<file path="config.mk">
export PLATFORM = sky130hd
export DESIGN_NAME = spart_bus_if
export DESIGN_NICKNAME = d
export VERILOG_FILES = /design/src/rtl/spart_pkg.sv /design/src/rtl/spart_sync_fifo.sv /design/src/rtl/spart_bus_if.sv
export SDC_FILE = /design/constraint.sdc
export NUM_CORES = 1
export LEC_CHECK = 0
export CAP_MARGIN = 20
export CELL_PAD_IN_SITES_DETAIL_PLACEMENT = 0
export CELL_PAD_IN_SITES_GLOBAL_PLACEMENT = 1
export CORE_UTILIZATION = 45
export DETAILED_ROUTE_END_ITERATION = 7
export PLACE_DENSITY_LB_ADDON = 0.1
export REMOVE_ABC_BUFFERS = 1
export SLEW_MARGIN = 30
export SYNTH_ARGS = -nofsm -noshare
export SYNTH_HDL_FRONTEND = slang
export SYNTH_HIERARCHICAL = 1
export SYNTH_SLANG_ARGS = --single-unit
</file>
<file path="constraint.sdc">
create_clock -name clk -period 3.3 [get_ports clk]
set_input_delay 0.495 -clock clk [delete_from_list [all_inputs] [get_ports clk]]
set_output_delay 0.495 -clock clk [all_outputs]
set_load 0.01 [all_outputs]
</file>
<file path="src/rtl/spart_pkg.sv">
// Shared constants for the SPART processor bus interface: register addresses
// and status-register bit positions.
package spart_pkg;

  localparam logic [1:0] ADDR_DATA   = 2'b00;
  localparam logic [1:0] ADDR_STATUS = 2'b01;
  localparam logic [1:0] ADDR_DIV_LO = 2'b10;
  localparam logic [1:0] ADDR_DIV_HI = 2'b11;

  localparam int STAT_TBR      = 0;
  localparam int STAT_RDA      = 1;
  localparam int STAT_TX_EMPTY = 2;
  localparam int STAT_RX_FULL  = 3;
  localparam int STAT_TX_OVF   = 4;
  localparam int STAT_RX_OVR   = 5;
  localparam int STAT_LOOPBACK = 7;

endpackage

</file>
<file path="src/rtl/spart_sync_fifo.sv">
// Single-clock FIFO with show-ahead head. A push while full is accepted only
// if a pop happens in the same cycle; a pop while empty is ignored.
module spart_sync_fifo #(
  parameter  int W     = 8,
  parameter  int DEPTH = 4,
  localparam int AW    = $clog2(DEPTH)
) (
  input  logic          clk,
  input  logic          rst,
  input  logic          push,
  input  logic          pop,
  input  logic [W-1:0]  din,
  output logic          full,
  output logic          empty,
  output logic [AW:0]   count,
  output logic [W-1:0]  head
);

  logic [W-1:0]  mem [DEPTH];
  logic [AW-1:0] rd_ptr, wr_ptr;
  logic          do_push, do_pop;

  assign full    = (count == (AW+1)'(DEPTH));
  assign empty   = (count == '0);
  assign do_pop  = pop & ~empty;
  assign do_push = push & (~full | do_pop);
  assign head    = mem[rd_ptr];

  always_ff @(posedge clk) begin
    if (do_push) mem[wr_ptr] <= din;
  end

  always_ff @(posedge clk) begin
    if (rst) begin
      rd_ptr <= '0;
      wr_ptr <= '0;
      count  <= '0;
    end else begin
      if (do_push) wr_ptr <= wr_ptr + AW'(1);
      if (do_pop)  rd_ptr <= rd_ptr + AW'(1);
      case ({do_push, do_pop})
        2'b10:   count <= count + (AW+1)'(1);
        2'b01:   count <= count - (AW+1)'(1);
        default: ;
      endcase
    end
  end

endmodule

</file>
<file path="src/rtl/spart_bus_if.sv">
// CPU register interface for the mini SPART: RX/TX FIFOs, sticky error flags
// and baud divisor. Define SPART_LOOPBACK_EN to build TX->RX loopback mode.
module spart_bus_if
  import spart_pkg::*;
#(
  parameter int                  DATA_W     = 8,
  parameter int                  FIFO_DEPTH = 4,
  parameter logic [2*DATA_W-1:0] DIV_RESET  = 16'h0145
) (
  input  logic                clk,
  input  logic                rst,
  input  logic                iocs,
  input  logic                iorw,
  input  logic [1:0]          ioaddr,
  input  logic [DATA_W-1:0]   databus_in,
  output logic [DATA_W-1:0]   databus_out,
  output logic                databus_oe,
  input  logic [DATA_W-1:0]   rx_data,
  input  logic                rx_valid,
  output logic [DATA_W-1:0]   tx_data,
  output logic                tx_valid,
  input  logic                tx_ready,
  output logic                rda,
  output logic                tbr,
  output logic [2*DATA_W-1:0] brg_div,
  output logic                brg_load
);

  localparam int CW = $clog2(FIFO_DEPTH) + 1;

  logic              rd_acc, wr_acc, wr_status;
  logic              rx_push, rx_pop, rx_full, rx_empty;
  logic              tx_push, tx_pop, tx_full, tx_empty;
  logic [CW-1:0]     rx_count, tx_count;
  logic [DATA_W-1:0] rx_din, rx_head;
  logic              tx_ovf, rx_ovr, loopback, lb_xfer;
  logic [DATA_W-1:0] status;

  assign rd_acc     = iocs & iorw;
  assign wr_acc     = iocs & ~iorw;
  assign wr_status  = wr_acc & (ioaddr == ADDR_STATUS);
  assign databus_oe = rd_acc;

`ifdef SPART_LOOPBACK_EN
  always_ff @(posedge clk) begin
    if (rst)            loopback <= 1'b0;
    else if (wr_status) loopback <= databus_in[STAT_LOOPBACK];
  end
  // Loopback only moves a character when RX has room, so it never overruns.
  assign lb_xfer = loopback & ~tx_empty & ~rx_full;
`else
  assign loopback = 1'b0;
  assign lb_xfer  = 1'b0;
`endif

  assign tx_valid = ~tx_empty & ~loopback;
  assign tx_pop   = (tx_valid & tx_ready) | lb_xfer;
  assign tx_push  = wr_acc & (ioaddr == ADDR_DATA);
  assign rx_pop   = rd_acc & (ioaddr == ADDR_DATA) & ~rx_empty;
  assign rx_push  = loopback ? lb_xfer : rx_valid;
  assign rx_din   = loopback ? tx_data : rx_data;
  assign rda      = (rx_count != '0);
  assign tbr      = (tx_count != CW'(FIFO_DEPTH));

  spart_sync_fifo #(.W(DATA_W), .DEPTH(FIFO_DEPTH)) u_rx_fifo (
    .clk(clk), .rst(rst), .push(rx_push), .pop(rx_pop), .din(rx_din),
    .full(rx_full), .empty(rx_empty), .count(rx_count), .head(rx_head)
  );

  spart_sync_fifo #(.W(DATA_W), .DEPTH(FIFO_DEPTH)) u_tx_fifo (
    .clk(clk), .rst(rst), .push(tx_push), .pop(tx_pop), .din(databus_in),
    .full(tx_full), .empty(tx_empty), .count(tx_count), .head(tx_data)
  );

  // A new error in the same cycle as a write-1-to-clear keeps the flag set.
  always_ff @(posedge clk) begin
    if (rst) begin
      tx_ovf <= 1'b0;
      rx_ovr <= 1'b0;
    end else begin
      tx_ovf <= (tx_push & tx_full & ~tx_pop) |
                (tx_ovf & ~(wr_status & databus_in[STAT_TX_OVF]));
      rx_ovr <= (rx_push & rx_full & ~rx_pop) |
                (rx_ovr & ~(wr_status & databus_in[STAT_RX_OVR]));
    end
  end

  always_ff @(posedge clk) begin
    if (rst) begin
      brg_div  <= DIV_RESET;
      brg_load <= 1'b0;
    end else begin
      brg_load <= wr_acc & (ioaddr == ADDR_DIV_HI);
      if (wr_acc && ioaddr == ADDR_DIV_LO) brg_div[DATA_W-1:0]        <= databus_in;
      if (wr_acc && ioaddr == ADDR_DIV_HI) brg_div[2*DATA_W-1:DATA_W] <= databus_in;
    end
  end

  always_comb begin
    status                = '0;
    status[STAT_TBR]      = tbr;
    status[STAT_RDA]      = rda;
    status[STAT_TX_EMPTY] = tx_empty;
    status[STAT_RX_FULL]  = rx_full;
    status[STAT_TX_OVF]   = tx_ovf;
    status[STAT_RX_OVR]   = rx_ovr;
    status[STAT_LOOPBACK] = loopback;
  end

  always_comb begin
    databus_out = '0;
    if (rd_acc) begin
      case (ioaddr)
        ADDR_DATA:   databus_out = rx_empty ? '0 : rx_head;
        ADDR_STATUS: databus_out = status;
        ADDR_DIV_LO: databus_out = brg_div[DATA_W-1:0];
        ADDR_DIV_HI: databus_out = brg_div[2*DATA_W-1:DATA_W];
        default:     databus_out = '0;
      endcase
    end
  end

endmodule

</file>
* Yosys cells after proc, flatten, opt, wreduce, memory -nomap -nowiden
Memory sizes are Yosys's and may differ from the RTL's. A register that Yosys moved wholly into a read port is not among the register bits.
Cells that the tools add are included.
** Storage, ports and cells
- Register bits after elaboration :: 33
- Output and inout port bits :: 37
- Word-level logic and storage cells :: 85
- Memories :: 2
- RAM bits :: 64
- Input bits :: 24
** Operators by class
- Equal/unequal tests :: 10
- Bitwise operators :: 33
- Mux-type cells :: 13
- Add/sub/neg operators :: 8
- Reductions and logical operators :: 8
** Memory list
- u_rx_fifo.mem :: words 4, width 8, read ports 1, clocked after Yosys merged registers in 1, wr ports 1, line spart_sync_fifo.sv:19 : logic [W-1:0] mem [DEPTH];
- u_tx_fifo.mem :: words 4, width 8, read ports 1, clocked after Yosys merged registers in 1, wr ports 1, line spart_sync_fifo.sv:19
** Operators with widths (count)
- case mux 8 bit (4 select lines) :: 1
- AND 1 bit :: 20
- two-way mux 8 bit :: 2
- case mux 3 bit (2 select lines) :: 2
- inverter 1 bit :: 9
- adder 2 x 1 -> 2 bit, second input constant :: 4
- equality test 2 bit, second input constant :: 4
- two-way mux 2 bit :: 4
- adder 3 x 1 -> 3 bit, second input constant :: 2
- equality test 2 x 1 -> 1 bit, second input constant :: 3
- equality test 3 bit, second input constant :: 2
- logical NOT 3 bit :: 2
- subtractor 3 x 1 -> 3 bit, second input constant :: 2
- two-way mux 1 bit :: 4
- OR 1 bit :: 4
- nonzero test 2 bit :: 2
- != test 3 bit, second input constant :: 1
- nonzero test 3 bit :: 1
- logical AND 1 bit :: 2
- logical NOT 2 bit :: 1

* Logic depth before layout (Yosys ltp)
- Depth in word-level cells :: 8
- Gate-level depth with buffers :: 9
- Mapped depth without buffers :: 8

* By module
The synthesis kept the hierarchy.
** By module, submodules not included
- spart_sync_fifo :: seq. area each 1141.1 um^2, cells an instance 101, instances 2, area each 1689.1 um^2
- spart_bus_if :: seq. area each 380.4 um^2, cells an instance 124, instances 1, area each 1066.0 um^2

* Worst setup path before layout
OpenSTA, ideal clock, no wires.
- Path kind :: input-to-reg
- Start point :: input port ioaddr[1]
- End point :: register u_rx_fifo.count[2]
- Path slack :: 0.338 ns
- Arrival time :: 2.838 ns
- Required time :: 3.177 ns
- Path buffers :: 1
- Stages :: 8
- Library setup time :: 0.123 ns
- Cell sequence :: buf_4 -> nor4_1 -> o31a_1 -> nand2b_1 -> fa_1 -> nand2b_1 -> o31ai_2 -> mux2_1
** Between the ends
- Cells in the longest elaborated chain, start to end :: 8
- Elaborated cells on any way between the ends :: 10
- Classes of those cells :: 2 x eq/ne; 1 x mux; 5 x bitwise; 2 x reduce/logical
** RTL lines
- start, declared :: line spart_bus_if.sv:14 : input logic [1:0] ioaddr,
- logical NOT 2 bit * :: line spart_bus_if.sv:59 : assign rx_pop = rd_acc & (ioaddr == ADDR_DATA) & ~rx_empty;
- AND 1 bit * (2 in a row) :: line spart_bus_if.sv:59
- via rx_pop :: line spart_bus_if.sv:32 : logic rx_push, rx_pop, rx_full, rx_empty;
- AND 1 bit * :: line spart_sync_fifo.sv:25 : assign do_pop = pop & ~empty;
- OR 1 bit :: line spart_sync_fifo.sv:26 : assign do_push = push & (~full | do_pop);
- AND 1 bit :: line spart_sync_fifo.sv:26
- equality test 2 x 1 -> 1 bit or equality test 2 bit (tied branches) :: line spart_sync_fifo.sv:41 : case ({do_push, do_pop})
- case mux 3 bit (2 select lines) or nonzero test 2 bit (tied branches)
- end signal, assigned :: line spart_sync_fifo.sv:42 : 2'b10: count <= count + (AW+1)'(1);
- end signal, assigned :: line spart_sync_fifo.sv:43 : 2'b01: count <= count - (AW+1)'(1);
- end, declared :: line spart_sync_fifo.sv:15 : output logic [AW:0] count,
Mark *: on every way through the listed nets, which the timed path passes. The rest lies on a longest branch.
A chain may end at the register's enable or synchronous reset.

* Worst setup path after layout
- Start point :: input port ioaddr[1]
- End point :: output port databus_out[5]
** Between the ends
- Cells in the longest elaborated chain, start to end :: 3
- Elaborated cells on any way between the ends :: 6
- Classes of those cells :: 3 x eq/ne; 2 x mux; 1 x reduce/logical
** RTL lines
- equality test 2 bit (tied with other cells) :: line spart_bus_if.sv:113 : case (ioaddr)
- case mux 8 bit (4 select lines) * :: line spart_bus_if.sv:113
- two-way mux 8 bit * :: line spart_bus_if.sv:112 : if (rd_acc) begin
- end, declared :: line spart_bus_if.sv:16 : output logic [DATA_W-1:0] databus_out,
Mark *: on every way between the ends. The rest lies on a longest branch, timed or not.

==> results.md <==
* Outcome: finished, final reports clean
* YS warnings at 6
* Fmax at 0.3334 GHz
* Min Tclk post-route at 2.999 ns
* Crit-path slowest cell: clkdlybuf4s50_1
* Initial Utilization at 0.4720
* Non-filler instance count after layout at roughly 520
* WP data required at about 2.8 ns
* WL final at 8564 um
* Crit path largest cell delay at 0.69 ns
* Most frequent cell after synthesis: edfxtp_1
* Post-placement cell area at 5161 um2
* Post-synth EDFFs at 64
* Gr ovfl total at 0
* Top_reg_cell synth: edfxtp_1
* Cts bufs inserted at 9
* Hold path depth at 2
* Postcts setup bufs at 0
* Number of DRC markers in iteration 0 at 79
* Max-slew violations at 0
* Core ar. at 9415 um2
* Largest fanout on the critical path at 10
* DIE WIDTH at roughly 100 um
* Post-DP HPWL at roughly 6400 um
* Total Routing Usage GR at 0.1786
* First-pass GRT wire length at 13560 um
* Hold Vio Cnt, Final at 0
* Clock skew at 0.01885 ns
* Post-synth ARST share at 0
* H-tree levels at 3
* # nets final at about 420
* Unrepaired setup endpoints after global routing: false
* CTS tree: yes
* Crit end category: output port
* Post-CTS Resized at 0
* Largest net degree at the start of global routing at 26
* PD cells at 433.8 nW/um2
* Cell variety after synth at 46
* Yosys top cell area share at 0.4324
* Root buffer cell: clkbuf_8
* Vias in the first global route at 2640
* Layout filler cell count at 760
* Rel. slew slack at 0.5798
* Setup TNS at 0 ns
* Vias at between 2000 and 3000
* Total iterations of the first detailed-routing run at 4
* Clock Sinks at between 100 and 150
* Leakage at 1.813 nW
* Layout cells sized above 1 at 0.1396
* WP data arrival at between 2 and 3 ns
* P&R area growth vs syn at 20.27%
* Hold-fix buffers at CTS at 0
* Sequential cell area fraction in the yosys report at 0.5991
* Worst-path clk slew at 0.11 ns
* Crit path cell chain: clkdlybuf4s50_1 > o211ai_1 > a221oi_2 > clkdlybuf4s50_1
* DIE AREA at 10280 um2
* Worst-Margin Slew at 0.6276 ns
* Top cells by count, synth: 64 x edfxtp_1, 37 x dfxtp_1, 33 x nor2_1, 32 x nand2_1
* Maximum vdd drop at 0.2216 mV
* Ranking of synthesized cells by area: edfxtp_1 43%, dfxtp_1 17%, mux4_2 8.1%, mux2i_1 3.6%, nor2_1 2.8%
* I/O Buffers at 60
* Post-DRT Antenna Nets at 0
* Max-cap violations at 0
* Dpl cells at 507
* Final antenna diode count at 0
* Die Height at roughly 100 um
* FF-to-FF setup slack at 0.74 ns
* Final cycle utilization of the critical path at 0.9088
* Clk Latency, worst-skew pair at 0.37 ns
* Clk buf depth at 2
* Remaining DRCs at 0
* Reg-to-reg startpoint: u_rx_fifo/count[0]$_SDFFE_PP0P_
* Total power at ~2.3 mW
* Avg Cell Area, Syn at between 10 and 15 um2
* Register-to-Register Path Depth at 8
* Mapped Cells at 326
* WL per Instance at 16.37 um
* Drt via density at 5.247
* Row count at 35
* Final Setup Violations at 0
* #FFs+latches synth at 101
* Most common cell on crit path: clkdlybuf4s50_1
* Initial antenna violation count at 0
* IO Count at about 60
* HP Start: brg_div[14]$_SDFFE_PP0P_
* Routability Congestion at 0.7927
* Yosys top cell by area: edfxtp_1
* Min-delay worst type: reg -> reg
* Fin area at 5345 um2
* Critical path origin: ioaddr[1]
* Post-Syn Area at ~4400 um2
* Startpoint Class: input port
* Crit path kind: in -> out
[per-stage QoR]
step / hold WS [ns] / util / setup WS, ns
finish: 0.4841 / 0.5677 / 0.3008
global route: 0.5205 / 0.5677 / 0.2012
CTS: 0.4884 / 0.5677 / 0.3278
detailed placement: 0.4712 / 0.5482 / 0.2518
global placement: 0.4665 / 0.5482 / 0.3170
floorplan: 0.4487 / - / 0.4197
[registers in the layout, indices dropped and copies added, names as in the netlist, named ones only]
name,flops
u_rx_fifo/mem,32
u_tx_fifo/mem,32
brg_div,16
u_rx_fifo/count,3
u_tx_fifo/count,3
u_rx_fifo/rd_ptr,2
u_rx_fifo/wr_ptr,2
u_tx_fifo/rd_ptr,2
u_tx_fifo/wr_ptr,2
brg_load,1
rx_ovr,1
tx_ovf,1
[worst max-delay path: cells and delay by family]
family	cells	cell delay (ns)
buf+inv	2	1.29
compound gates	2	0.72
[metal layers]
metal  vias to the layer above  part of all wire  global-route usage
met4                         0             0.017             0.06800
met2                        70              0.50              0.3124
met5                         -                 0                   0
li1                       1326                 -                   -
met3                        13             0.039             0.03244
met1                      1335              0.44              0.2206
[final cells by class]
class,instances,area (um2),area share
clock buffer,9,123.9,0.02317
timing repair buffer,71,683.2,0.1278
tap,129,161.4,0.03020
sequential,101,2663,0.4981
inverter,13,48.80,0.009129
multi-input combinational,193,1605,0.3003
clock inverter,7,60.06,0.01124
[where the power goes]
part / switching (mW) / leakage, nW / internal [mW] / total, mW
sequential: 0.0160 / 0.882 / 1.37 / 1.39
clock: 0.450 / 0.0988 / 0.292 / 0.743
combinational: 0.0947 / 0.832 / 0.0921 / 0.187
total: 0.561 / 1.81 / 1.76 / 2.32
[cells by family after synthesis]
logic type | synth area share
AO/OA/AOI/OAI | 0.05996
XOR/XNOR | 0.01971
adder cells (fa/ha/maj) | 0.03153
buffers and inverters | 0.03969
flip-flops | 0.5991
multiplexers | 0.1222
AND/OR/NAND/NOR | 0.1278
[worst paths after layout]
path,endpoint
worst max-delay path,databus_out[5]
worst min-delay path,brg_div[14]$_SDFFE_PP0P_
worst max register to register,u_rx_fifo/count[2]$_SDFFE_PP0P_
worst min register to register,brg_div[14]$_SDFFE_PP0P_
[layout by cell type, fill, tap and decap left out, types with 7 or more instances in the layout]
cell type,instances
clkbuf_8,9
a221oi_1,8
buf_4,11
a21oi_1,7
inv_1,13
clkdlybuf4s50_1,60
nand2_1,32
dfxtp_1,37
nor2_1,33
and2_1,8
edfxtp_1,64
mux2i_1,16
mux4_2,16
ha_1,8
Note: power is estimated with default switching activity, not from simulation.
